==> config.mk <==
export PLATFORM = sky130hd
export DESIGN_NAME = exec_completion_buffer
export DESIGN_NICKNAME = d
export VERILOG_FILES = /design/src/rtl/exec_completion_buffer.sv
export SDC_FILE = /design/constraint.sdc
export NUM_CORES = 1
export LEC_CHECK = 0
export BUFFER_PORTS_ARGS = -buffer_cell sky130_fd_sc_hd__buf_2
export CORE_MARGIN = 5
export CORE_UTILIZATION = 45
export CTS_CLUSTER_SIZE = 25
export DETAILED_ROUTE_END_ITERATION = 6
export GPL_TIMING_DRIVEN = 1
export PLACE_DENSITY = 0.64
export SETUP_SLACK_MARGIN = 0.05
export SLEW_MARGIN = 25
export SYNTH_ARGS = -nofsm -noshare
export SYNTH_HDL_FRONTEND = slang
export SYNTH_SLANG_ARGS = --single-unit
==> constraint.sdc <==
create_clock -name CLK -period 4.1 [get_ports CLK]
set_input_delay 1.23 -clock CLK [delete_from_list [all_inputs] [get_ports CLK]]
set_output_delay 1.23 -clock CLK [all_outputs]
set_load 0.005 [all_outputs]
==> src/rtl/exec_completion_buffer.sv <==
// ---------------------------------------------------------------------------
// exec_completion_buffer
//
// Execute-stage completion buffer shared by the integer ALU and a multi-cycle
// pipelined FPU. Instructions are issued in order into a circular buffer. ALU
// results are captured when the instruction is accepted. FPU operations are
// dispatched with their slot index as tag, and the result is written when the
// FPU reports completion. Entries retire strictly in issue order.
//
// Optional feature macro: EXEC_FLUSH_EN
//   When defined, a `flush` input is added. A flush empties the buffer. If FPU
//   operations are still in flight, a drain state holds off new issues and
//   discards their responses until every outstanding response has returned.
//
// Ports
//   CLK            clock, rising edge
//   reset          asynchronous reset, active low
//   flush          (EXEC_FLUSH_EN only) discard all entries
//   in_valid       issue request
//   in_ready       buffer can accept an issue
//   in_is_fpu      1 = FPU operation, 0 = ALU operation
//   in_side        opaque control bundle carried with the entry
//   in_alu_result  ALU result, used when !in_is_fpu
//   fpu_req_valid  FPU dispatch strobe (same cycle as the accept)
//   fpu_req_tag    slot index of the dispatched FPU operation
//   fpu_done       FPU completion strobe
//   fpu_done_tag   slot index being completed
//   fpu_result     FPU result
//   out_valid      head entry is complete
//   out_ready      downstream accepts the head entry
//   out_side       head control bundle
//   out_result     head result
//   out_is_fpu     head entry came from the FPU
//   fpu_pending    dispatched FPU operations not yet returned
// ---------------------------------------------------------------------------
module exec_completion_buffer #(
    parameter int  DEPTH      = 4,
    parameter int  SIDE_WIDTH = 48,
    parameter int  DATA_WIDTH = 32,
    localparam int PTR_W      = $clog2(DEPTH)
) (
    input  logic                  CLK,
    input  logic                  reset,
`ifdef EXEC_FLUSH_EN
    input  logic                  flush,
`endif
    input  logic                  in_valid,
    output logic                  in_ready,
    input  logic                  in_is_fpu,
    input  logic [SIDE_WIDTH-1:0] in_side,
    input  logic [DATA_WIDTH-1:0] in_alu_result,
    output logic                  fpu_req_valid,
    output logic [PTR_W-1:0]      fpu_req_tag,
    input  logic                  fpu_done,
    input  logic [PTR_W-1:0]      fpu_done_tag,
    input  logic [DATA_WIDTH-1:0] fpu_result,
    output logic                  out_valid,
    input  logic                  out_ready,
    output logic [SIDE_WIDTH-1:0] out_side,
    output logic [DATA_WIDTH-1:0] out_result,
    output logic                  out_is_fpu,
    output logic [PTR_W:0]        fpu_pending
);

    localparam logic [PTR_W:0] CNT_DEPTH = (PTR_W + 1)'(DEPTH);

    // Pointers and occupancy
    logic [PTR_W-1:0]      head;
    logic [PTR_W-1:0]      tail;
    logic [PTR_W:0]        count;
    logic [PTR_W:0]        pending;
    logic [PTR_W:0]        pending_nxt;

    // Goes high on the first clock edge after reset is released; keeps
    // in_ready low while reset is held and during that first cycle.
    logic                  started;

    // Per-slot state
    logic [DEPTH-1:0]      busy;
    logic [DEPTH-1:0]      done_q;
    logic [DEPTH-1:0]      is_fpu_q;
    logic [SIDE_WIDTH-1:0] side_q   [DEPTH];
    logic [DATA_WIDTH-1:0] result_q [DEPTH];

    // Per-cycle events
    logic                  flush_now;
    logic                  draining;
    logic                  accept;
    logic                  retire;
    logic                  done_hit;
    logic                  pend_inc;
    logic                  pend_dec;

    // ------------------------------------------------------------------
    // Optional flush / drain control
    // ------------------------------------------------------------------
`ifdef EXEC_FLUSH_EN
    typedef enum logic {
        ST_RUN   = 1'b0,
        ST_DRAIN = 1'b1
    } drain_state_t;

    drain_state_t state;
    drain_state_t state_nxt;

    always_ff @(posedge CLK or negedge reset) begin
        if (!reset) begin
            state <= ST_RUN;
        end else begin
            state <= state_nxt;
        end
    end

    // Stay in drain until every tag issued before the flush has come back,
    // so a stale response can never land in a reused slot.
    always_comb begin
        state_nxt = state;
        unique case (state)
            ST_RUN: begin
                if (flush && (pending_nxt != '0)) begin
                    state_nxt = ST_DRAIN;
                end
            end
            ST_DRAIN: begin
                if (pending_nxt == '0) begin
                    state_nxt = ST_RUN;
                end
            end
            default: state_nxt = ST_RUN;
        endcase
    end

    assign flush_now = flush;
    assign draining  = (state == ST_DRAIN);
`else
    assign flush_now = 1'b0;
    assign draining  = 1'b0;
`endif

    // ------------------------------------------------------------------
    // Handshakes and completion qualification
    // ------------------------------------------------------------------
    assign out_valid  = busy[head] && done_q[head];
    assign out_side   = side_q[head];
    assign out_result = result_q[head];
    assign out_is_fpu = is_fpu_q[head];

    // A full buffer refuses even when the head retires this cycle.
    assign in_ready = started && (count < CNT_DEPTH) && !draining;

    // A flush overrides any accept or retire in the same cycle.
    assign accept = in_valid && in_ready && !flush_now;
    assign retire = out_valid && out_ready && !flush_now;

    assign fpu_req_valid = accept && in_is_fpu;
    assign fpu_req_tag   = tail;

    // Only a busy slot still waiting for its result takes the FPU data.
    assign done_hit = fpu_done && busy[fpu_done_tag] && !done_q[fpu_done_tag]
                      && !draining;

    // Every response decrements the pending count, dropped or not, but the
    // count saturates at zero so responses after a reset are harmless.
    assign pend_inc    = fpu_req_valid;
    assign pend_dec    = fpu_done && (pending != '0);
    assign pending_nxt = pending + {{PTR_W{1'b0}}, pend_inc}
                                 - {{PTR_W{1'b0}}, pend_dec};
    assign fpu_pending = pending;

    // ------------------------------------------------------------------
    // Buffer state
    // ------------------------------------------------------------------
    always_ff @(posedge CLK or negedge reset) begin
        if (!reset) begin
            head     <= '0;
            tail     <= '0;
            count    <= '0;
            pending  <= '0;
            started  <= 1'b0;
            busy     <= '0;
            done_q   <= '0;
            is_fpu_q <= '0;
            for (int i = 0; i < DEPTH; i++) begin
                side_q[i]   <= '0;
                result_q[i] <= '0;
            end
        end else begin
            started <= 1'b1;
            pending <= pending_nxt;

            if (flush_now) begin
                busy   <= '0;
                done_q <= '0;
                head   <= '0;
                tail   <= '0;
                count  <= '0;
            end else begin
                // The completing slot is busy, so it is never the tail slot
                // being written by an accept in the same cycle.
                if (done_hit) begin
                    done_q[fpu_done_tag]   <= 1'b1;
                    result_q[fpu_done_tag] <= fpu_result;
                end

                if (retire) begin
                    busy[head] <= 1'b0;
                    head       <= head + 1'b1;
                end

                if (accept) begin
                    busy[tail]     <= 1'b1;
                    done_q[tail]   <= !in_is_fpu;
                    is_fpu_q[tail] <= in_is_fpu;
                    side_q[tail]   <= in_side;
                    if (!in_is_fpu) begin
                        result_q[tail] <= in_alu_result;
                    end
                    tail <= tail + 1'b1;
                end

                count <= count + {{PTR_W{1'b0}}, accept}
                               - {{PTR_W{1'b0}}, retire};
            end
        end
    end

endmodule
=== Yosys cells after proc, flatten, opt, wreduce, memory -nomap -nowiden ===
Cells that the tools add are included.

* $add $sub $neg: 6
* Magnitude comparators: 12
* Multiplexer cells: 40
* Bitwise logic cells: 7
* Reduce and logical (&&, ||, !) cells: 16

{| class="wikitable"
|+ Operator list
! operator !! number
|-
| $mux 128 || 3
|-
| $bwmux 128 || 2
|-
| $bwmux 192 || 1
|-
| $mux 48 || 3
|-
| $demux 32 s2 || 2
|-
| $mux 32 || 4
|-
| $bmux 48 s2 || 1
|-
| $demux 48 s2 || 1
|-
| $bmux 32 s2 || 1
|-
| $mux 4 || 4
|-
| $logic_and 1x1->1 || 13
|-
| $bmux 1 s2 || 5
|-
| $ge 3x3->1 const B || 3
|-
| $lt 2x3->1 const B || 3
|-
| $not 2->3 || 3
|-
| $bwmux 4 || 2
|-
| $mux 1 || 8
|-
| $or 4x4->4 || 2
|-
| $add 3x1->3 || 2
|-
| $demux 1 s2 || 3
|-
| $ge 2x1->1 const B || 3
|-
| $lt 3x1->1 const B || 2
|-
| $sub 3x1->3 || 2
|-
| $add 2x1->2 const B || 2
|-
| 5 further kinds || 6
|}

* Register bits after elaboration: 343
* Input port bits: 120
* Logic and storage cells: 97

=== Logic depth before layout (Yosys ltp) ===
Gate-level depths: netlist of the first run.

* Word-level depth: 10
* Mapped depth: 10

=== Worst setup path before layout of the first run ===
Ideal clock, no wire load.

* Kind: input-to-output
* Start: in in_valid
* End: out fpu_req_valid
* Arrival time: 1.834 ns
* Setup slack: 1.036 ns
* Stages on the path: 4
* Buffers on the path: 2
* Cells stage by stage: buf_4 > nand3b_4 > buf_2 > nor2_1

* Longest elaborated chain between the ends: 2

{| class="wikitable"
|+ RTL lines
! item !! RTL line !! RTL
|-
| start: declaration || 47 || <nowiki>input logic in_valid,</nowiki>
|-
| $logic_and 1x1->1 || 152 || <nowiki>assign accept = in_valid && in_ready && !flush_now;</nowiki>
|-
| $logic_and 1x1->1 || 155 || <nowiki>assign fpu_req_valid = accept && in_is_fpu;</nowiki>
|-
| end: declaration || 52 || <nowiki>output logic fpu_req_valid,</nowiki>
|}

Every way passes these cells.

=== Worst setup path in the final report of the first run ===
* Start: reg head[0]
* End: out out_result[13]

* Longest elaborated chain between the ends: 4

{| class="wikitable"
|+ RTL lines
! item !! RTL line !! RTL
|-
| start: declaration || 68 || <nowiki>logic [PTR_W-1:0] head;</nowiki>
|-
| start signal: assignment || 207 || <nowiki>head <= head + 1'b1;</nowiki>
|-
| $not 2->3 (not written as such) || 145 || <nowiki>assign out_result = result_q[head];</nowiki>
|-
| $bmux 32 s2 || 145 ||
|-
| $mux 32 (not written as such) (2 in series) || 145 ||
|-
| end: declaration || 60 || <nowiki>output logic [DATA_WIDTH-1:0] out_result,</nowiki>
|}

Every way passes these cells. The select of a mux whose other input is x is not followed.

==> results of run 1 <==
## power by group through the flow
stage               sequential, mW  clock [mW]  combinational [mW]
finish                        3.42        3.77               0.335
global route                  3.42        3.97               0.375
CTS                           3.42        3.84               0.339
detailed placement            3.48           0               0.337
global placement              3.48           0               0.333
floorplan                     3.48           0              0.0948
## through the flow
step	instance area [um^2]	instances
floorplan	17100	1648
global placement	18600	2258
detailed placement	18600	2258
CTS	20000	2332
global route	20000	2340
finish	20000	2345
## metal layers
metal | vias to the layer above | part of all wire | track usage
li1 | 6225 | - | -
met5 | - | 0.0022 | 0
met2 | 752 | 0.47 | 0.388
met4 | 16 | 0.030 | 0.103
met1 | 7063 | 0.40 | 0.346
met3 | 134 | 0.099 | 0.0541
## critical path: stages, from the launching register on
cell and delay (ns):
dfrtp_4 0.88, buf_4 0.34, mux4_2 0.54, buf_2 0.15
## registers in the layout, summed over array words and instances (netlist names)
| name | cells |
|---|---|
| busy | 4 |
| count | 3 |
| done_q | 4 |
| fpu_pending | 3 |
| fpu_req_tag | 2 |
| head | 2 |
| is_fpu_q | 4 |
| result_q | 128 |
| side_q | 192 |
| started | 1 |
## area by class of cell
cell class                      instances  area, um^2  area share
Tap cell                              511         639      0.0320
Sequential cell                       343        8590       0.429
Clock inverter                         16         214      0.0107
Timing Repair Buffer                  258        1530      0.0763
Inverter                               16        60.1     0.00300
Clock buffer                           58        1200      0.0600
Multi-Input combinational cell       1130        7740       0.387
Antenna cell                           13        32.5     0.00163
## placed cells by master (no fill, tap or decap), types with 42 or more instances in the layout
cell,n
a31oi_1,97
buf_2,207
buf_4,42
clkbuf_16,42
dfrtp_1,341
mux2_2,50
mux4_2,82
nand2_1,441
nand3b_1,64
nor3_1,96
o21ai_0,133
## cells by family (layout without fill, tap and decap cells)
family,after synthesis,in the layout,share of synthesized area
simple gates,672,672,0.183
compound gates,306,306,0.113
other cells,1,14,0.000219
xor+xnor,5,5,0.00256
flops,343,343,0.502
mux,132,132,0.141
fa+ha+maj,14,14,0.0111
buf+inv,175,348,0.0465
## final timing paths
kind,startpoint,endpoint,slack (ns),cells past startpoint
setup / recovery,head[0]$_DFFE_PN0N_,out_result[13],0.40,3
hold / removal,side_q[133]$_DFFE_PN0P_,side_q[133]$_DFFE_PN0P_,0.47,2
setup reg to reg,head[0]$_DFFE_PN0N_,count[2]$_DFF_PN0_,1.15,9
hold reg to reg,side_q[133]$_DFFE_PN0P_,side_q[133]$_DFFE_PN0P_,0.47,2
max in group asynchronous,reset,side_q[6]$_DFFE_PN0P_,2.43,2
min in group asynchronous,reset,side_q[176]$_DFFE_PN0P_,0.73,1
==> flow_metrics.tcl, run 1 <==
set metrics [dict create \
    synthFlopType "dfrtp_1" \
    cts.clk_slew.worst_paths_ns 0.06 \
    dpl_worst_slack_ns 0.778 \
    synth_edf_count 0 \
    period_minus_slack_ns 3.70 \
    period_share 0.902 \
    yosysWarnings 0 \
    clock_latency_ns 0.56 \
    initial_core_util 0.455 \
    die_w_um 205 \
    synth_common_cells "nand2_1 (441), dfrtp_1 (343), o21ai_0 (133)" \
    ys_seq_area_frac 0.502 \
    track_usage 0.251 \
    finalPower_mw 7.52 \
    cts_tree "yes" \
    ys_ff_latch 343 \
    cts_sinks 343 \
    yosysMostFrequentCell "nand2_1" \
    remaining_drc_errors 0 \
    worstPathArrival_ns 2.47 \
    hold_viol_final 0 \
    status "completed" \
    grt_pass1_vias 14700 \
    cts_resized 0 \
    chipHeight_um 205 \
    numCtsBuffers 40 \
    grt_pass1_wl_um 83600 \
    switching_share 0.228 \
    startpoint_type "flip-flop" \
    synth.distinct_cells 46 \
    fmax_mhz 271 \
    core_area_um2 37600 \
    synth_area_leader_cell "dfrtp_1" \
    dp_hpwl_um 30500 \
    synthesis.area_um2 17100 \
    synth_cells 1648 \
    post-cts-setup-buffer-count 0 \
    syn_avg_cell_area_um2 10.4 \
    fin_nets 1923 \
    hold_buffers 0 \
    dr.pass1.iters 5 \
    io_pins 209 \
    cts_max_level 2 \
    antenna_found_initial 18 \
    fill_cells 3306 \
    drv_slew 0 \
    crit_required_ns 2.87 \
    hold_path.class "flip-flop to flip-flop" \
    cts_root_buffer "clkbuf_16" \
    viasPerCell 6.05 \
    synth_area_leaders "dfrtp_1 (50%), mux4_2 (11%), nand2_1 (9.7%)" \
    slew_headroom 0.401 \
    synth_nets 1782 \
    irDropWorstVdd_mv 0.285 \
    fin_worst_skew_ns 0.0135 \
    cts_max_path_buffers 3 \
    power.share.clock 0.501 \
    ys_async_sr_fraction 1.00 \
    final_util 0.532 \
    p_leak_nw 9.70 \
    max_cap_violations 0 \
    drt_wl_total_um 52300 \
    dieArea_um2 42000 \
    rows 71 \
    p_int_mw 5.81 \
    setup_viol 0 \
    wl_per_cell_um 22.3 \
    powerDensity_nw_per_um2 376 \
    pwr-share-comb 0.045 \
    rsz0062_at_grt "no" \
    seq_power_share 0.455 \
    layout_setup_ws_ns 0.403 \
    timing.hold.ws_ns 0.472 \
    grt_max_degree 108 \
    end_kind "output pin" \
    yosysTopAreaCellShare 0.502 \
    num_vias 14200 \
    io_buffers 208 \
    switchingPower_mw 1.71 \
    setup_tns_ns 0 \
    overflow 0 \
    worst_pin_slew_ns 0.898 \
    path_class "flip-flop to output pin" \
    syn_to_final_growth_pct 17.0 \
    cp_max_fo 31 \
    ant_nets 0 \
    drive_above_1_share 0.259 \
    drtIter0Drc 1379 \
    globalplace.congestion 0.808 \
]
(Power assumes the default switching activity.)
==> inputs of run 2 (changes only) <==
Settings changed: CELL_PAD_IN_SITES_DETAIL_PLACEMENT set to 1, CELL_PAD_IN_SITES_GLOBAL_PLACEMENT set to 2, CORE_UTILIZATION 45 to 41, PLACE_DENSITY 0.64 to 0.86, REMOVE_ABC_BUFFERS set to 1.
==> run 2 against run 1 <==
Sequential share of layout area grew 0.19 points. Worst hold slack lost 0.0063 ns. Setup slack gained 0.053 ns. Utilization shrank 4.7 points. Combinational power grew 4%. Sequential cell count is the same. Non-clock buffer count shrank 2. Wire length grew 13%. Final area shrank 0.43%. Total power shrank 2.3%. Largest cell class unchanged.
==> flow_metrics.tcl, run 2 (same netlist as run 1, synthesis figures left out) <==
set metrics [dict create \
    hp-start "side_q[37]$_DFFE_PN0P_" \
    powerDensity_nw_per_um2 369 \
    drv_slew 0 \
    largest_reg_flops 192 \
    period_share 0.889 \
    dpl_cell_area_um2 18600 \
    initial_core_util 0.417 \
    cts_root_buffer "clkbuf_16" \
    period_minus_slack_ns 3.64 \
    syn_to_final_growth_pct 16.5 \
    worstPathArrival_ns 2.41 \
    hold_viol_final 0 \
    cp_cell_sequence "buf_4, mux4_2, buf_2" \
    cpMaxStageDelayCell "dfrtp_4" \
    overflow 0 \
    clock_latency_ns 0.55 \
    ant_nets 0 \
    fin_worst_skew_ns 0.0177 \
    worstReg2RegStart "head[0]$_DFFE_PN0N_" \
    fin_nets 1922 \
    dp.cells 2277 \
    num_vias 14300 \
    cp_max_fo 24 \
    dr.pass1.iters 5 \
    finalNonFillerCells 2352 \
    grt_max_degree 83 \
    cts_max_path_buffers 3 \
    dieArea_um2 45900 \
    chipHeight_um 214 \
    post-cts-setup-buffer-count 0 \
    rsz0062_at_grt "no" \
    globalplace.congestion 0.783 \
    cts.clk_slew.worst_paths_ns 0.06 \
    io_buffers 208 \
    status "completed" \
    end_kind "output pin" \
    dpl_worst_slack_ns 0.835 \
    io_pins 209 \
    slowest_delay_ns 0.78 \
    drtIter0Drc 1243 \
    irDropWorstVdd_mv 0.244 \
    cts_max_level 2 \
    final_area_um2 19900 \
    cts_sinks 343 \
    die_w_um 214 \
    hold_path.class "flip-flop to flip-flop" \
    layout_setup_ws_ns 0.456 \
    wl_per_cell_um 25.2 \
    antenna_found_initial 8 \
    final_util 0.486 \
    final_common_cell "nand2_1" \
    dp_hpwl_um 35000 \
    hold_buffers 0 \
    fmax_mhz 274 \
    core_area_um2 41000 \
    viasPerCell 6.10 \
    p_leak_nw 9.67 \
    track_usage 0.252 \
    final_cell_mix "nand2_1 (441), dfrtp_1 (341), buf_2 (207), o21ai_0 (133), a31oi_1 (97)" \
    crit_start "head[0]$_DFFE_PN0N_" \
    setup_viol 0 \
    rows 74 \
    grt_pass1_vias 15700 \
    finalPower_mw 7.35 \
    fill_cells 4512 \
    max_cap_violations 0 \
    remaining_drc_errors 0 \
    reg.largest.list "side_q (192), result_q (128)" \
    drive_above_1_share 0.256 \
    cts_tree "yes" \
    timing.hold.ws_ns 0.466 \
    setup_tns_ns 0 \
    grt_pass1_wl_um 92600 \
    slew_headroom 0.348 \
    drt_wl_total_um 59200 \
    crit_required_ns 2.87 \
    numCtsBuffers 41 \
    regMostFlops "side_q" \
    cts_resized 0 \
    path_class "flip-flop to output pin" \
    worst_pin_slew_ns 0.977 \
    startpoint_type "flip-flop" \
]
[run 2: cell count changes in the layout (fill, tap and decap cells not counted), sizes merged]
cell	delta
clkinvlp	-5
diode	-11
buf	-2
bufinv	-3
clkinv	+4
clkbuf	+3
[run 2: metal layers]
metal	GRT usage	wire [um]
met1	0.330	24600
met2	0.422	28900
met3	0.0563	4050
met4	0.0764	1550
met5	0	102
[run 2: critical path: cells and delay by family, from the launching register on]
family / cells / cell delay, ns
flip-flops: 1 / 0.78
buffers and inverters: 2 / 0.53
multiplexers: 1 / 0.52
[run 2: area by class of cell]
class                      count  area [um^2]  share of cell area
clock buffer                  61         1210              0.0608
sequential                   343         8590               0.431
inverter                      16         60.1             0.00302
clock inverter                12         96.3             0.00484
timing repair buffer         256         1550              0.0778
antenna                        2         5.00            0.000251
multi-input combinational   1130         7740               0.389
tap                          532          666              0.0334
[run 2: path summary, 6_finish.rpt]
| path | depth (start not counted) | slack (ns) | endpoint |
|---|---|---|---|
| worst min register to register | 2 | 0.47 | side_q[37]$_DFFE_PN0P_ |
| min in group asynchronous | 1 | 0.64 | side_q[35]$_DFFE_PN0P_ |
| worst max register to register | 9 | 1.15 | count[2]$_DFF_PN0_ |
| worst min-delay path | 2 | 0.47 | side_q[37]$_DFFE_PN0P_ |
| max in group asynchronous | 3 | 2.38 | result_q[112]$_DFF_PN0_ |
| worst max-delay path | 3 | 0.46 | out_result[11] |
[run 2: power breakdown]
group / switching (mW) / internal, mW / total, mW
combinational: 0.240 / 0.107 / 0.347
clock: 1.48 / 2.11 / 3.58
sequential: 0.0169 / 3.40 / 3.42
